<file path="src/rtl/stream_demux_n.sv">
// Registered 1-to-N_CH stream demultiplexer with packet-locked channel selection.
// Optional STREAM_DEMUX_DROP_EN: invalid selects are discarded and counted on drop_cnt.
module stream_demux_n #(
    parameter  int W     = 8,
    parameter  int N_CH  = 4,
    localparam int SEL_W = ($clog2(N_CH) < 1) ? 1 : $clog2(N_CH)
) (
    input  logic                clk,
    input  logic                rst,
    input  logic [W-1:0]        in_data,
    input  logic                in_valid,
    input  logic                in_last,
    input  logic [SEL_W-1:0]    in_sel,
    output logic                in_ready,
    output logic [N_CH*W-1:0]   out_data,
    output logic [N_CH-1:0]     out_valid,
    output logic [N_CH-1:0]     out_last,
    input  logic [N_CH-1:0]     out_ready
`ifdef STREAM_DEMUX_DROP_EN
    ,
    output logic [15:0]         drop_cnt
`endif
);

    typedef enum logic {ST_IDLE, ST_LOCK} state_t;

    localparam logic [SEL_W:0]   LP_NCH     = (SEL_W + 1)'(N_CH);
    localparam logic [SEL_W-1:0] LP_LAST_CH = SEL_W'(N_CH - 1);

    state_t           r_state;
    state_t           w_state_nxt;
    logic [SEL_W-1:0] r_lock_ch;
    logic [SEL_W-1:0] r_hch;
    logic [W-1:0]     r_hdata;
    logic             r_hlast;
    logic             r_full;
    logic [SEL_W-1:0] w_ch;
    logic [N_CH-1:0]  w_hsel;
    logic             w_hready;
    logic             w_sel_bad;
    logic             w_drop;
    logic             w_accept;

    assign w_sel_bad = {1'b0, in_sel} >= LP_NCH;

`ifdef STREAM_DEMUX_DROP_EN
    logic        r_lock_drop;
    logic [15:0] r_drop_cnt;

    // A packet whose first beat had a bad select stays "dropping" until its last beat
    assign w_drop   = (r_state == ST_IDLE) ? w_sel_bad : r_lock_drop;
    assign drop_cnt = r_drop_cnt;

    always_ff @(posedge clk) begin
        if (rst) begin
            r_lock_drop <= 1'b0;
            r_drop_cnt  <= '0;
        end else begin
            if (r_state == ST_IDLE && w_accept && !in_last) begin
                r_lock_drop <= w_drop;
            end
            if (w_accept && w_drop && r_drop_cnt != '1) begin
                r_drop_cnt <= r_drop_cnt + 16'd1;
            end
        end
    end
`else
    assign w_drop = 1'b0;
`endif

    always_comb begin
        w_ch = r_lock_ch;
        if (r_state == ST_IDLE) begin
            w_ch = w_sel_bad ? LP_LAST_CH : in_sel;
        end
    end

    always_comb begin
        w_hsel = '0;
        for (int unsigned k = 0; k < unsigned'(N_CH); k++) begin
            w_hsel[k] = (r_hch == SEL_W'(k));
        end
    end

    assign w_hready = r_full && |(w_hsel & out_ready);
    assign in_ready = w_drop || !r_full || w_hready;
    assign w_accept = in_valid && in_ready;

    always_ff @(posedge clk) begin
        if (rst) begin
            r_state <= ST_IDLE;
        end else begin
            r_state <= w_state_nxt;
        end
    end

    always_comb begin
        w_state_nxt = r_state;
        case (r_state)
            ST_IDLE: if (w_accept && !in_last) w_state_nxt = ST_LOCK;
            ST_LOCK: if (w_accept && in_last)  w_state_nxt = ST_IDLE;
            default: w_state_nxt = ST_IDLE;
        endcase
    end

    always_ff @(posedge clk) begin
        if (rst) begin
            r_lock_ch <= '0;
        end else if (r_state == ST_IDLE && w_accept && !in_last) begin
            r_lock_ch <= w_ch;
        end
    end

    // Reload on accept takes priority over drain, so full stays set on simultaneous drain+accept
    always_ff @(posedge clk) begin
        if (rst) begin
            r_full  <= 1'b0;
            r_hdata <= '0;
            r_hlast <= 1'b0;
            r_hch   <= '0;
        end else if (w_accept && !w_drop) begin
            r_full  <= 1'b1;
            r_hdata <= in_data;
            r_hlast <= in_last;
            r_hch   <= w_ch;
        end else if (w_hready) begin
            r_full  <= 1'b0;
        end
    end

    always_comb begin
        out_valid = '0;
        out_last  = '0;
        out_data  = '0;
        for (int unsigned k = 0; k < unsigned'(N_CH); k++) begin
            out_valid[k]       = r_full && w_hsel[k];
            out_last[k]        = r_full && w_hsel[k] && r_hlast;
            out_data[k*W +: W] = (r_full && w_hsel[k]) ? r_hdata : '0;
        end
    end

endmodule

</file>
<file path="config.mk">
export PLATFORM = sky130hd
export DESIGN_NAME = stream_demux_n
export DESIGN_NICKNAME = d
export VERILOG_FILES = /design/src/rtl/stream_demux_n.sv
export SDC_FILE = /design/constraint.sdc
export NUM_CORES = 1
export LEC_CHECK = 0
export ABC_AREA = 1
export CORE_UTILIZATION = 35
export CTS_CLUSTER_SIZE = 28
export DETAILED_ROUTE_END_ITERATION = 12
export GPL_TIMING_DRIVEN = 0
export PLACE_DENSITY = 0.9
export SYNTH_ARGS = -nofsm -noshare
export SYNTH_HDL_FRONTEND = slang
export SYNTH_SLANG_ARGS = --single-unit
</file>
<file path="constraint.sdc">
create_clock -name clk -period 1.7 [get_ports clk]
set_input_delay 0.17 -clock clk [delete_from_list [all_inputs] [get_ports clk]]
set_output_delay 0.17 -clock clk [all_outputs]
set_load 0.005 [all_outputs]
</file>
# [Word-level counts from Yosys, hierarchy flattened]
# Index checks and enable logic that the tools add are counted.
[totals] mem_count=0 wordCells=41 mem_bits_rw=0 rom_bits=0 regBits=15 latch_bits=0
[classes] n_lt_le_gt_ge=0 mux=10 n_mul=0 n_bitwise=2 eq_ne=3 add_sub_neg=0 reduce_logical=20 div_mod_pow=0 n_shift=0
[op_table] operator="8-bit 2-to-1 mux" count=4
[op_table] operator="1-bit logical AND" count=14
[op_table] operator="4-bit AND" count=1
[op_table] operator="2-bit == test (second input constant)" count=2
[op_table] operator="1-bit 2-to-1 mux" count=4
[op_table] operator="4-bit OR reduction" count=1
[op_table] operator="2-bit by 1-bit == test with 1-bit output (second input constant)" count=1
[op_table] operator="1-bit logical NOT" count=2
[op_table] operator="2-bit logical NOT" count=1
[op_table] operator="2-bit 2-to-1 mux" count=1
[op_table] operator="1-bit one-hot mux with 2 select lines" count=1
[op_table] operator="2-bit nonzero test" count=1
[op_table] operator="1-bit logical OR" count=1
[op_table] operator="1-bit inverter" count=1

# [Logic depth before layout (Yosys ltp)]
# Gate-level depths: netlist (run 1).
[logic_depth] word_depth=9 mapped_depth=10 ltp_nobuf=10

# [Least setup slack after synthesis (run 1)]
# OpenSTA, ideal clock, no wires.
[synth_path] kind="reg2reg" startpoint="reg r_hch[1]" endpoint="reg r_hch[0]" arrival_time_ns=1.128 stages_incl_launch_ff=11 t_required_ns=1.587 n_path_buf=1 slack_ns=0.459 setup_ns=0.113 cell_sequence="dfxtp_1 -> inv_2 -> nand2_1 -> nor2_1 -> nor2_2 -> nand2_4 -> nand2_4 -> inv_4 -> buf_8 -> nor2_1 -> nor2_1"
[synth_via] elab_chain_cells=6
[synth_lines] item="from (decl)" line_no="33" source="logic [SEL_W-1:0] r_hch;"
[synth_lines] item="from (signal assigned)" line_no="125" source="r_hch <= w_ch;"
[synth_lines] item="2-bit by 1-bit == test with 1-bit output (tied with other cells)" line_no="81" source="w_hsel[k] = (r_hch == SEL_W'(k));"
[synth_lines] item="4-bit AND (*)" line_no="85" source="assign w_hready = r_full && |(w_hsel & out_ready);"
[synth_lines] item="4-bit OR reduction (*)" line_no="85"
[synth_lines] item="1-bit logical AND (*)" line_no="85"
[synth_lines] item="1-bit logical OR (*)" line_no="86" source="assign in_ready = w_drop || !r_full || w_hready;"
[synth_lines] item="net in_ready" line_no="14" source="output logic in_ready,"
[synth_lines] item="1-bit logical AND (*)" line_no="87" source="assign w_accept = in_valid && in_ready;"
# The timed path passes the listed nets; every way through them passes the cells marked *.
# A chain may end at the register's enable or synchronous reset.

# [Worst setup path after layout (run 1)]
[layout_path] startpoint="reg r_hch[0]" endpoint="out out_valid[1]"
[layout_via] elab_chain_cells=2
[layout_lines] item="2-bit by 1-bit == test with 1-bit output" line_no="81"
[layout_lines] item="1-bit logical AND" line_no="136" source="out_valid[k] = r_full && w_hsel[k];"
[layout_lines] item="to (decl)" line_no="16" source="output logic [N_CH-1:0] out_valid,"
# Every way passes these cells.

==> impl_metrics.ini, run 1 <==
[run_status]
outcome = finished with violations
violations = setup timing

[final_layout]
fin_nets = 254
final_core_util_pct = 80.76
num_antenna_cells = 0
stdcell_count = 263
area_growth_pct = 111.1
drive_gt1_share_pct = 44.26

[sta]
tightest_slew_ns = 0.3171
max-slew-margin-rel_pct = 78.64
setup_viol = 21
max_freq_mhz = 540.4
period_needed_ns = 1.851
finClkSkew_ns = 0.004247
hold_viol = 0
final_max_slew_viol_count = 0
setup_ws_ns = -0.1506
fin_crit_sh_pct = 108.9
rsz0062_at_grt = true

[floorplan]
dieHeight_um = 51.88
coreArea_um2 = 2276
ios = 59
die-width_um = 51.88
start_util_pct = 38.26
rows = 17
die_area_um2 = 2692

[yosys]
synth_area_leaders = dfxtp_1 34%, nor2_1 23%, inv_1 6.9%
synth_cell_types = 20
syn_nets = 159
synth_top_area_share_pct = 34.48
synthFlopType = dfxtp_1
netlist_instances = 141
synth_edf_count = 0
synth_seq_area_share_pct = 34.48
ys_seq_elements = 15
synth_most_common_cell = nor2_1
async_reset_ff_share_pct = 0
synth.avg_cell_area_um2 = 6.176
synth_common_cells = 54 x nor2_1, 16 x inv_1, 15 x dfxtp_1, 12 x nand2_1, 9 x nor2_2
yosysTopAreaCell = dfxtp_1
synthesis.area_um2 = 870.8
yosysWarnings = 0

[setup_path]
cp-start-kind = flip-flop
cp.required_ns = 1.53
cpLargestDelayFamily = buffers and inverters
cp_num_buf_inv = 3
worstSetupPathType = flip-flop to output port
path_max_fanout = 4
arrival_ns = 1.68
end_kind = output port
slowest_stage = clkdlybuf4s50_1
crit_path_cell_trace = buf_6 > nand2_4 > nor2_4 > buf_4 > clkdlybuf4s50_1
critical_path.max_stage_delay_ns = 0.49

[place]
dp_worst_setup_slack_ns = -0.1800
gp_congestion = 0.6995
portBuffers = 58
dp_hpwl_mm = 2.002
place_inst = 227

[cts]
clkSlewWorstSetupHoldPaths_ns = 0.09
cts_hold_buf = 0
cts_tree = done
ctsRootBufferMaster = clkbuf_4
ctsLongestPathBuffers = 2
cts_sinks = 15
h-tree-depth = 1
clk-insertion-delay-late_ns = 0.29
cts_buffers = 3

[power]
pwr-share-clk_pct = 20.5
swShare_pct = 36.42
power_leakage_nw = 1.034
power.density_nw_per_um2 = 563.7
vdd_drop_max_mv = 0.5705
p_int_w = 0.0006588
seqPwrFrac_pct = 40.4
p_sw_w = 0.0003773
comb_power_share_pct = 39.1

[global_route]
antenna_found_initial = 0
grt_pass1_vias = 1172
gr-total-overflow = 0
grt_first_pass_wirelength_mm = 5.271
grt_usage_pct = 27.03
grt_max_degree = 11

[drt]
ant_nets = 0
viasPerCell = 5.646
drtIter0Drc = 97
vias = 1485
wire_per_inst_um = 18.73
drcViolationCount = 0
first_pass_iters = 4
routed_wl_mm = 4.926

[worst_hold_path]
hp-class = primary input to flip-flop

[job]
maxCapViolCount = 0
## through the flow
| step | instance area (um^2) | setup TNS, ns | power, W | hold slack, ns |
|---|---|---|---|---|
| floorplan | 870.8 | 0 | 0.0005577 | 0.2324 |
| global placement | 1486 | -0.9100 | 0.0006602 | 0.4528 |
| detailed placement | 1486 | -2.215 | 0.0006712 | 0.4588 |
| CTS | 1685 | -1.999 | 0.0009279 | 0.4668 |
| global route | 1838 | -2.277 | 0.001081 | 0.5078 |
| finish | 1838 | -1.277 | 0.001036 | 0.4722 |
## state kept, by name, indices dropped and copies added, names as in the netlist, named ones only
name / cells
r_hlast: 1
r_hdata: 8
r_hch: 2
r_lock_ch: 2
r_full: 1
## worst paths after layout
check	startpoint	endpoint	slack, ns	cells past startpoint
setup / recovery	r_hch[0]	out_valid[1]	-0.15	5
setup reg to reg	r_hch[1]	r_hch[0]	0.03	11
hold / removal	in_data[1]	r_hdata[1]	0.47	3
hold reg to reg	r_lock_ch[0]	r_lock_ch[0]	0.48	2
## cell families (layout without fill, tap and decap cells)
kind of cell / after synthesis / count (layout) / synth area share, %
buffers and inverters: 25 / 119 / 13.36
AO/OA/AOI/OAI: 14 / 14 / 8.477
flip-flops: 15 / 15 / 34.48
AND/OR/NAND/NOR: 87 / 87 / 43.68
## power groups by stage
stage	logic [W]	registers, W	clock network, W
2_1_floorplan	0.000148	0.000410	0
3_3_place_gp	0.000246	0.000414	0
3_5_place_dp	0.000256	0.000415	0
4_1_cts	0.000301	0.000413	0.000214
5_1_grt	0.000429	0.000421	0.000231
6_report	0.000405	0.000419	0.000212
## layout by cell type (no fill, tap or decap), drive strengths merged
master,n
clkdlybuf4s15,1
dlygate4sd2,7
a21oi,3
buf,40
dlymetal6s2s,11
clkbuf,17
dfxtp,15
inv,21
nand4,2
nand3,4
clkdlybuf4s50,18
nand2,15
clkinv,4
nor3,3
o21ai,11
nor2,63
## layout make-up
cell class / instances / area, um^2
Timing Repair Buffer: 87 / 759.5
Multi-Input combinational cell: 101 / 558.0
Fill cell: 123 / 437.9
Sequential cell: 15 / 309.0
Inverter: 22 / 102.6
Tap cell: 28 / 35.03
Buffer: 3 / 31.28
Clock buffer: 4 / 26.28
Timing Repair inverter: 3 / 16.27
## metal layers
layer | vias to the layer above | part of all wire [%] | global-route usage, %
li1 | 620 | - | -
met2 | 138 | 47 | 49.57
met3 | 35 | 12 | 2.632
met4 | 0 | 5.2 | 18.92
met5 | - | 0 | 0
met1 | 692 | 36 | 28.34
## worst min-delay path: cells and delay by family
kind / cells / cell delay, ns
buffers and inverters: 1 / 0.39
AO/OA/AOI/OAI: 1 / 0.12
AND/OR/NAND/NOR: 1 / 0.04
## timing repair
action,CTS,global route
hold endpoints to repair,0,0
endpoints found under the setup margin,39,35
pin swaps,5,6
buffers inserted,16,13
gates resized for setup,76,72
gates cloned,3,0
No activity file was read; power rests on OpenSTA's default activity.
==> inputs of run 2 (changes only) <==
==> constraint.sdc (replaced) <==
create_clock -name clk -period 1.7 [get_ports clk]
set_input_delay 0.17 -clock clk [delete_from_list [all_inputs] [get_ports clk]]
set_output_delay 0.17 -clock clk [all_outputs]
set_load 0.1 [all_outputs]
==> run 2 against run 1 <==
Compared with the run above:
- the run now fails in 5_1_grt
- synthesized cell count stayed put
- synthesized area unchanged
==> impl_metrics.ini, run 2 <==
[run_status]
outcome = aborted with a tool error
stop_stage = 5_1_grt
firstError = [ERROR DPL-0033] detailed placement checks failed during check placement.

[yosys]
netlist_instances = 141
synth_cell_types = 20
synthFlopType = dfxtp_1
synth.avg_cell_area_um2 = 6.176
yosysTopAreaCell = dfxtp_1
async_reset_ff_share_pct = 0
synth_area_leaders = dfxtp_1 34%, nor2_1 23%, inv_1 6.9%
synth_common_cells = 54 x nor2_1, 16 x inv_1, 15 x dfxtp_1, 12 x nand2_1, 9 x nor2_2
synth_edf_count = 0
synth_top_area_share_pct = 34.48
synth_seq_area_share_pct = 34.48
yosysWarnings = 0
ys_seq_elements = 15
synthesis.area_um2 = 870.8
synth_most_common_cell = nor2_1
syn_nets = 159

[floorplan]
rows = 17
dieHeight_um = 51.88
ios = 59
start_util_pct = 38.26
die-width_um = 51.88

[place]
gp_congestion = 0.7639
place_inst = 227
dp_hpwl_mm = 2.513
portBuffers = 58

[sta]
endpoint_type = output port
worst_endpoint = out_data[15]

[global_route]
grt_max_degree = 11
antenna_found_initial = 0

[cts]
cts_hold_buf = 0
cts_buffers = 3
cts_sinks = 15
h-tree-depth = 1
ctsLongestPathBuffers = 2
ctsRootBufferMaster = clkbuf_4
-- run 2: cells by family after synthesis --
kind of cell	Yosys count	synth area share [%]
buf+inv	25	13.36
simple gates	87	43.68
compound gates	14	8.477
flops	15	34.48
-- run 2: through the flow --
| stage | worst slack [ns] | hold WS (ns) | area [um^2] |
|---|---|---|---|
| after global placement | -0.5989 | 0.4521 | 1829 |
| after floorplan | -0.7243 | 0.2317 | 1214 |
| after detailed placement | -0.6364 | 0.4691 | 1829 |
| after CTS | -0.004729 | 0.4806 | 1926 |
-- run 2: repair_timing --
action | CTS
cloned | 3
endpoints found under the setup margin | 41
pin swaps | 2
gates resized for setup | 274
setup buffers | 4
==> inputs of run 3 (changes only) <==
--- a/config.mk
+++ b/config.mk
@@ -6,11 +6,11 @@
 export NUM_CORES = 1
 export LEC_CHECK = 0
 export ABC_AREA = 1
-export CORE_UTILIZATION = 35
-export CTS_CLUSTER_SIZE = 28
+export CORE_AREA = 2 2 63 65
 export DETAILED_ROUTE_END_ITERATION = 12
+export DIE_AREA = 0 0 65 67
 export GPL_TIMING_DRIVEN = 0
-export PLACE_DENSITY = 0.9
+export PLACE_DENSITY_LB_ADDON = 0.15
 export SYNTH_ARGS = -nofsm -noshare
 export SYNTH_HDL_FRONTEND = slang
 export SYNTH_SLANG_ARGS = --single-unit
==> run 3 against run 2 <==
Compared with the run above:
- the run now ends clean
==> impl_metrics.ini, run 3 (synthesis results as in run 1) <==
[run_status]
outcome = finished clean

[cts]
ctsLongestPathBuffers = 2
cts_tree = done
ctsRootBufferMaster = clkbuf_8
cts_buffers = 3
clk-insertion-delay-late_ns = 0.24
cts_setup_buffers = 0
cts_sinks = 15
h-tree-depth = 1
clkSlewWorstSetupHoldPaths_ns = 0.06
cts_hold_buf = 0

[floorplan]
rows = 22
dieHeight_um = 67
ios = 59
die-width_um = 65
coreArea_um2 = 3606
start_util_pct = 24.15
die_area_um2 = 4355

[power]
vdd_drop_max_mv = 0.4460
comb_power_share_pct = 42.0
pwr-share-clk_pct = 23.5
seqPwrFrac_pct = 34.5
power_leakage_nw = 0.7499
swShare_pct = 41.76
power.density_nw_per_um2 = 599.3
p_int_w = 0.0006996
p_sw_w = 0.0005016

[sta]
final_max_slew_viol_count = 0
setup_viol = 0
hold_viol = 0
fin_crit_sh_pct = 98.76
max_freq_mhz = 595.6
finClkSkew_ns = 0.0008307
period_needed_ns = 1.679
setup_ws_ns = 0.02106
rsz0062_at_grt = true
tightest_slew_ns = 0.5125
max-slew-margin-rel_pct = 66.17
fin_tns_setup_ns = 0

[final_layout]
area_growth_pct = 130.2
largest_reg_flops = 8
final_cell_mix = 37 x nor2_4, 17 x nor2_1, 17 x clkdlybuf4s50_1
top_regs = r_hdata x8, r_hch x2, r_lock_ch x2
layout_commonest_cell = nor2_4
drive_gt1_share_pct = 54.19
design_area_um2 = 2004
final_core_util_pct = 55.59
num_antenna_cells = 0
fin_nets = 222
largest_register = r_hdata
stdcell_count = 251

[setup_path]
crit_path_cell_trace = inv_4 > nor3_4 > clkinv_4 > nor2_4 > buf_8
slowest_stage = dfxtp_2
end_kind = output port
reg2reg_from = r_hch[1]
path_max_fanout = 9
critical_path.max_stage_delay_ns = 0.35
cp.required_ns = 1.53
critPathLaunch = r_full
arrival_ns = 1.51
worstSetupPathType = flip-flop to output port
cp-start-kind = flip-flop

[place]
portBuffers = 58
dp_worst_setup_slack_ns = -0.6162
place_area_um2 = 1854
gp_congestion = 0.8295
dp_hpwl_mm = 2.322
place_inst = 247

[global_route]
grt_first_pass_wirelength_mm = 4.471
antenna_found_initial = 0
grt_max_degree = 11
grt_pass1_vias = 993
grt_usage_pct = 13.00
gr-total-overflow = 0

[drt]
viasPerCell = 4.159
routed_wl_mm = 2.843
wire_per_inst_um = 11.33
drcViolationCount = 0
first_pass_iters = 4
drtIter0Drc = 34
vias = 1044
ant_nets = 0

[worst_hold_path]
hp-class = flip-flop to flip-flop
hp-start = r_lock_ch[0]

[job]
maxCapViolCount = 0
[run 3: per-layer routing]
metal / wire (um) / track usage (%) / up-vias / share of wire, %
li1: - / - / 558 / -
met1: 1260 / 15.63 / 448 / 44
met2: 1395 / 22.55 / 36 / 49
met3: 166 / 2.365 / 2 / 5.8
met4: 21 / 5.585 / 0 / 0.74
met5: 0 / 0 / - / 0
[run 3: power by group through the flow]
stage	logic (W)	registers (W)	clock network (W)
final	0.000505	0.000415	0.000282
after global routing	0.000537	0.000420	0.000309
after CTS	0.000497	0.000415	0.000291
after detailed placement	0.000494	0.000423	0
after global placement	0.000486	0.000422	0
after floorplan	0.000383	0.000416	0
[run 3: worst max-delay path: cells and delay by family, from the launching register on]
kind,cells,cell delay [ns]
DFF,1,0.35
buffers and inverters,3,0.49
and+or+nand+nor,2,0.41
[run 3: what timing repair did]
action | 4_1_cts | 5_1_grt
hold endpoints to repair | 0 | 0
setup endpoints to repair | 41 | 36
resized for setup | 254 | 42
[run 3: metrics by stage]
step	hold WS, ns	power (W)
2_1_floorplan	0.2317	0.0007993
3_3_place_gp	0.4521	0.0009083
3_5_place_dp	0.4592	0.0009166
4_1_cts	0.4676	0.001203
5_1_grt	0.4930	0.001265
6_report	0.4616	0.001201
[run 3: area by class of cell]
| cell class | count | area, um^2 |
|---|---|---|
| well taps | 48 | 60.06 |
| plain buffers | 3 | 31.28 |
| flip-flops and latches | 15 | 309.0 |
| inverters | 22 | 110.1 |
| fillers | 323 | 1602 |
| clock buffers | 4 | 45.04 |
| multi-input cells | 101 | 765.7 |
| repair buffers | 58 | 683.2 |
[run 3: final timing paths]
kind / to / slack (ns) / cells past startpoint
hold / removal: r_lock_ch[0] / 0.46 / 2
hold reg to reg: r_lock_ch[0] / 0.46 / 2
setup / recovery: out_data[0] / 0.02 / 5
setup reg to reg: r_hch[0] / 0.31 / 10
==> inputs of run 4 (changes only) <==
==> constraint.sdc (replaced) <==
create_clock -name clk -period 1.4 [get_ports clk]
set_input_delay 0.14 -clock clk [delete_from_list [all_inputs] [get_ports clk]]
set_output_delay 0.14 -clock clk [all_outputs]
set_load 0.1 [all_outputs]
==> run 4 against run 3 <==
Compared with the run above:
- the flow now finishes with violations (setup timing)
- cell count increased by 8.4%
- routed wire length increased by 61%
- critical path depth increased by 1
- sequential cell count unchanged
- sequential power increased by 21%
- clock skew increased by 0.0014 ns
- first-iteration DRC count increased by 82%
- setup slack got worse by 0.29 ns
- via count increased by 17%
- total power increased by 38%
- non-clock buffer count increased by 16
- utilization increased by 17 points
- largest power group unchanged
==> impl_metrics.ini, run 4 (synthesis results as in run 1) <==
[run_status]
outcome = finished with violations
violations = setup timing

[final_layout]
drive_gt1_share_pct = 60.99
stdcell_count = 272
final_cell_mix = 42 x buf_12, 38 x nor2_4, 17 x clkdlybuf4s50_1
largest_reg_flops = 8
layout_commonest_cell = buf_12
largest_register = r_hdata
fin_nets = 242
area_growth_pct = 198.6
top_regs = r_hdata x8, r_hch x2, r_lock_ch x2
final_core_util_pct = 72.10
fillCellCount = 249

[floorplan]
die_area_um2 = 4355
start_util_pct = 24.15
die-width_um = 65
coreArea_um2 = 3606
ios = 59
dieHeight_um = 67
rows = 22

[drt]
drtIter0Drc = 62
vias = 1219
viasPerCell = 4.482
first_pass_iters = 4
wire_per_inst_um = 16.81
routed_wl_mm = 4.571
ant_nets = 0
drcViolationCount = 0

[cts]
h-tree-depth = 1
cts_buffers = 3
cts_sinks = 15
clkSlewWorstSetupHoldPaths_ns = 0.06
cts_tree = done
clk-insertion-delay-late_ns = 0.25
ctsRootBufferMaster = clkbuf_8
ctsLongestPathBuffers = 2

[sta]
setup_ws_ns = -0.2722
finClkSkew_ns = 0.002272
hold_viol = 0
max_freq_mhz = 598.0
max-slew-margin-rel_pct = 75.52
fin_crit_sh_pct = 119.4
period_needed_ns = 1.672
setup_viol = 53
rsz0062_at_grt = true
tightest_slew_ns = 0.3669
final_max_slew_viol_count = 0

[global_route]
grt_usage_pct = 19.54
grt_max_degree = 11
antenna_found_initial = 1
grt_first_pass_wirelength_mm = 6.368
grt_pass1_vias = 1195
gr-total-overflow = 0

[power]
seqPwrFrac_pct = 30.4
p_int_w = 0.0009648
power_leakage_nw = 0.9439
power.density_nw_per_um2 = 638.6
swShare_pct = 41.90
pwr-share-clk_pct = 21.0
comb_power_share_pct = 48.7
p_sw_w = 0.0006956
vdd_drop_max_mv = 0.4497

[place]
dp_worst_setup_slack_ns = -0.8977
portBuffers = 58
gp_congestion = 0.8577
dp_hpwl_mm = 2.373
place_inst = 247

[setup_path]
path_max_fanout = 6
cp.required_ns = 1.26
reg2reg_from = r_hch[1]
critical_path.max_stage_delay_ns = 0.38
slowest_stage = dfxtp_4
crit_path_cell_trace = inv_2 > nor3_4 > buf_6 > inv_6 > nor2_4 > buf_12
cpLargestDelayFamily = buffers and inverters
rrSetupSlack_ns = -0.05
arrival_ns = 1.53
cp_num_buf_inv = 4
r2r.worst_path.cells = 10
end_kind = output port
worstSetupPathType = flip-flop to output port
r2r_end = r_hdata[1]
cp-start-kind = flip-flop

[worst_hold_path]
hp-start = r_hlast
holdPathStages = 2
min_to = r_hlast
hp-class = flip-flop to flip-flop

[job]
maxCapViolCount = 0
-- run 4: changes by cell type in the layout (fill, tap and decap cells not counted), moves of 3 or more --
cell and delta:
buf_4 +4, buf_2 -3, clkinv_8 +5, buf_6 -11
inv_6 +4, buf_12 +36, buf_8 -10
-- run 4: how the worst max path moves through the flow --
| stage | start | end | slack, ns | depth (start not counted) |
|---|---|---|---|---|
| 3_5_place_dp | r_hch[1] | out_data[11] | -0.90 | 6 |
| 2_1_floorplan | r_hch[1] | out_data[16] | -0.99 | 4 |
| 4_1_cts | r_hch[1] | out_data[30] | -0.16 | 6 |
| 3_3_place_gp | r_hch[1] | out_data[16] | -0.88 | 5 |
| 6_report | r_hch[0] | out_data[30] | -0.27 | 6 |
| 5_1_grt | r_hch[0] | out_last[1] | -0.31 | 7 |
-- run 4: power by group through the flow --
| stage | Clock, W | Combinational (W) | Sequential, W |
|---|---|---|---|
| 2_1_floorplan | 0 | 0.000473 | 0.000506 |
| 5_1_grt | 0.000379 | 0.000847 | 0.000510 |
| 4_1_cts | 0.000355 | 0.000722 | 0.000504 |
| 3_3_place_gp | 0 | 0.000600 | 0.000512 |
| 6_report | 0.000348 | 0.000808 | 0.000504 |
| 3_5_place_dp | 0 | 0.000608 | 0.000513 |
-- run 4: worst reg2reg max path, stage by stage, from the launching register on --
cell	delay, ns
dfxtp_4	0.37
buf_4	0.14
nand3_1	0.10
nand2_2	0.08
nor2_4	0.14
nand2_8	0.09
nand2_8	0.09
inv_4	0.05
buf_8	0.14
nor2_2	0.09
nor2_1	0.05
-- run 4: routing by layer --
metal	vias up	global-route usage (%)	share of wire [%]
li1	600	-	-
met1	550	22.58	39
met2	52	35.31	52
met3	17	3.547	5.1
met4	0	7.979	4.6
met5	-	0	0
-- run 4: cell type report --
type,count,area (um^2),area share [%]
Multi-Input combinational cell,101,807.0,31.04
Sequential cell,15,309.0,11.89
Buffer,3,35.03,1.347
Inverter,22,135.1,5.197
Timing Repair inverter,4,50.05,1.925
Antenna cell,1,2.502,0.09625
Clock buffer,4,45.04,1.732
Tap cell,48,60.06,2.310
Timing Repair Buffer,74,1156,44.47
-- run 4: per-stage QoR --
stage / cell area [um^2] / power (W) / setup TNS [ns] / hold WS [ns]
after floorplan: 1222 / 0.0009787 / -31.64 / 0.2017
after global placement: 1863 / 0.001112 / -33.80 / 0.4525
after detailed placement: 1863 / 0.001122 / -35.03 / 0.4604
after CTS: 2442 / 0.001581 / -5.107 / 0.4720
after global routing: 2600 / 0.001736 / -11.46 / 0.4995
final: 2600 / 0.001660 / -8.461 / 0.4701
-- run 4: timing repair --
item | 4_1_cts | 5_1_grt
pin swaps | 8 | 9
cloned | 3 | 2
hold buffers | 0 | 0
setup endpoints to repair | 52 | 54
setup buffers | 8 | 7
gates resized for setup | 377 | 15
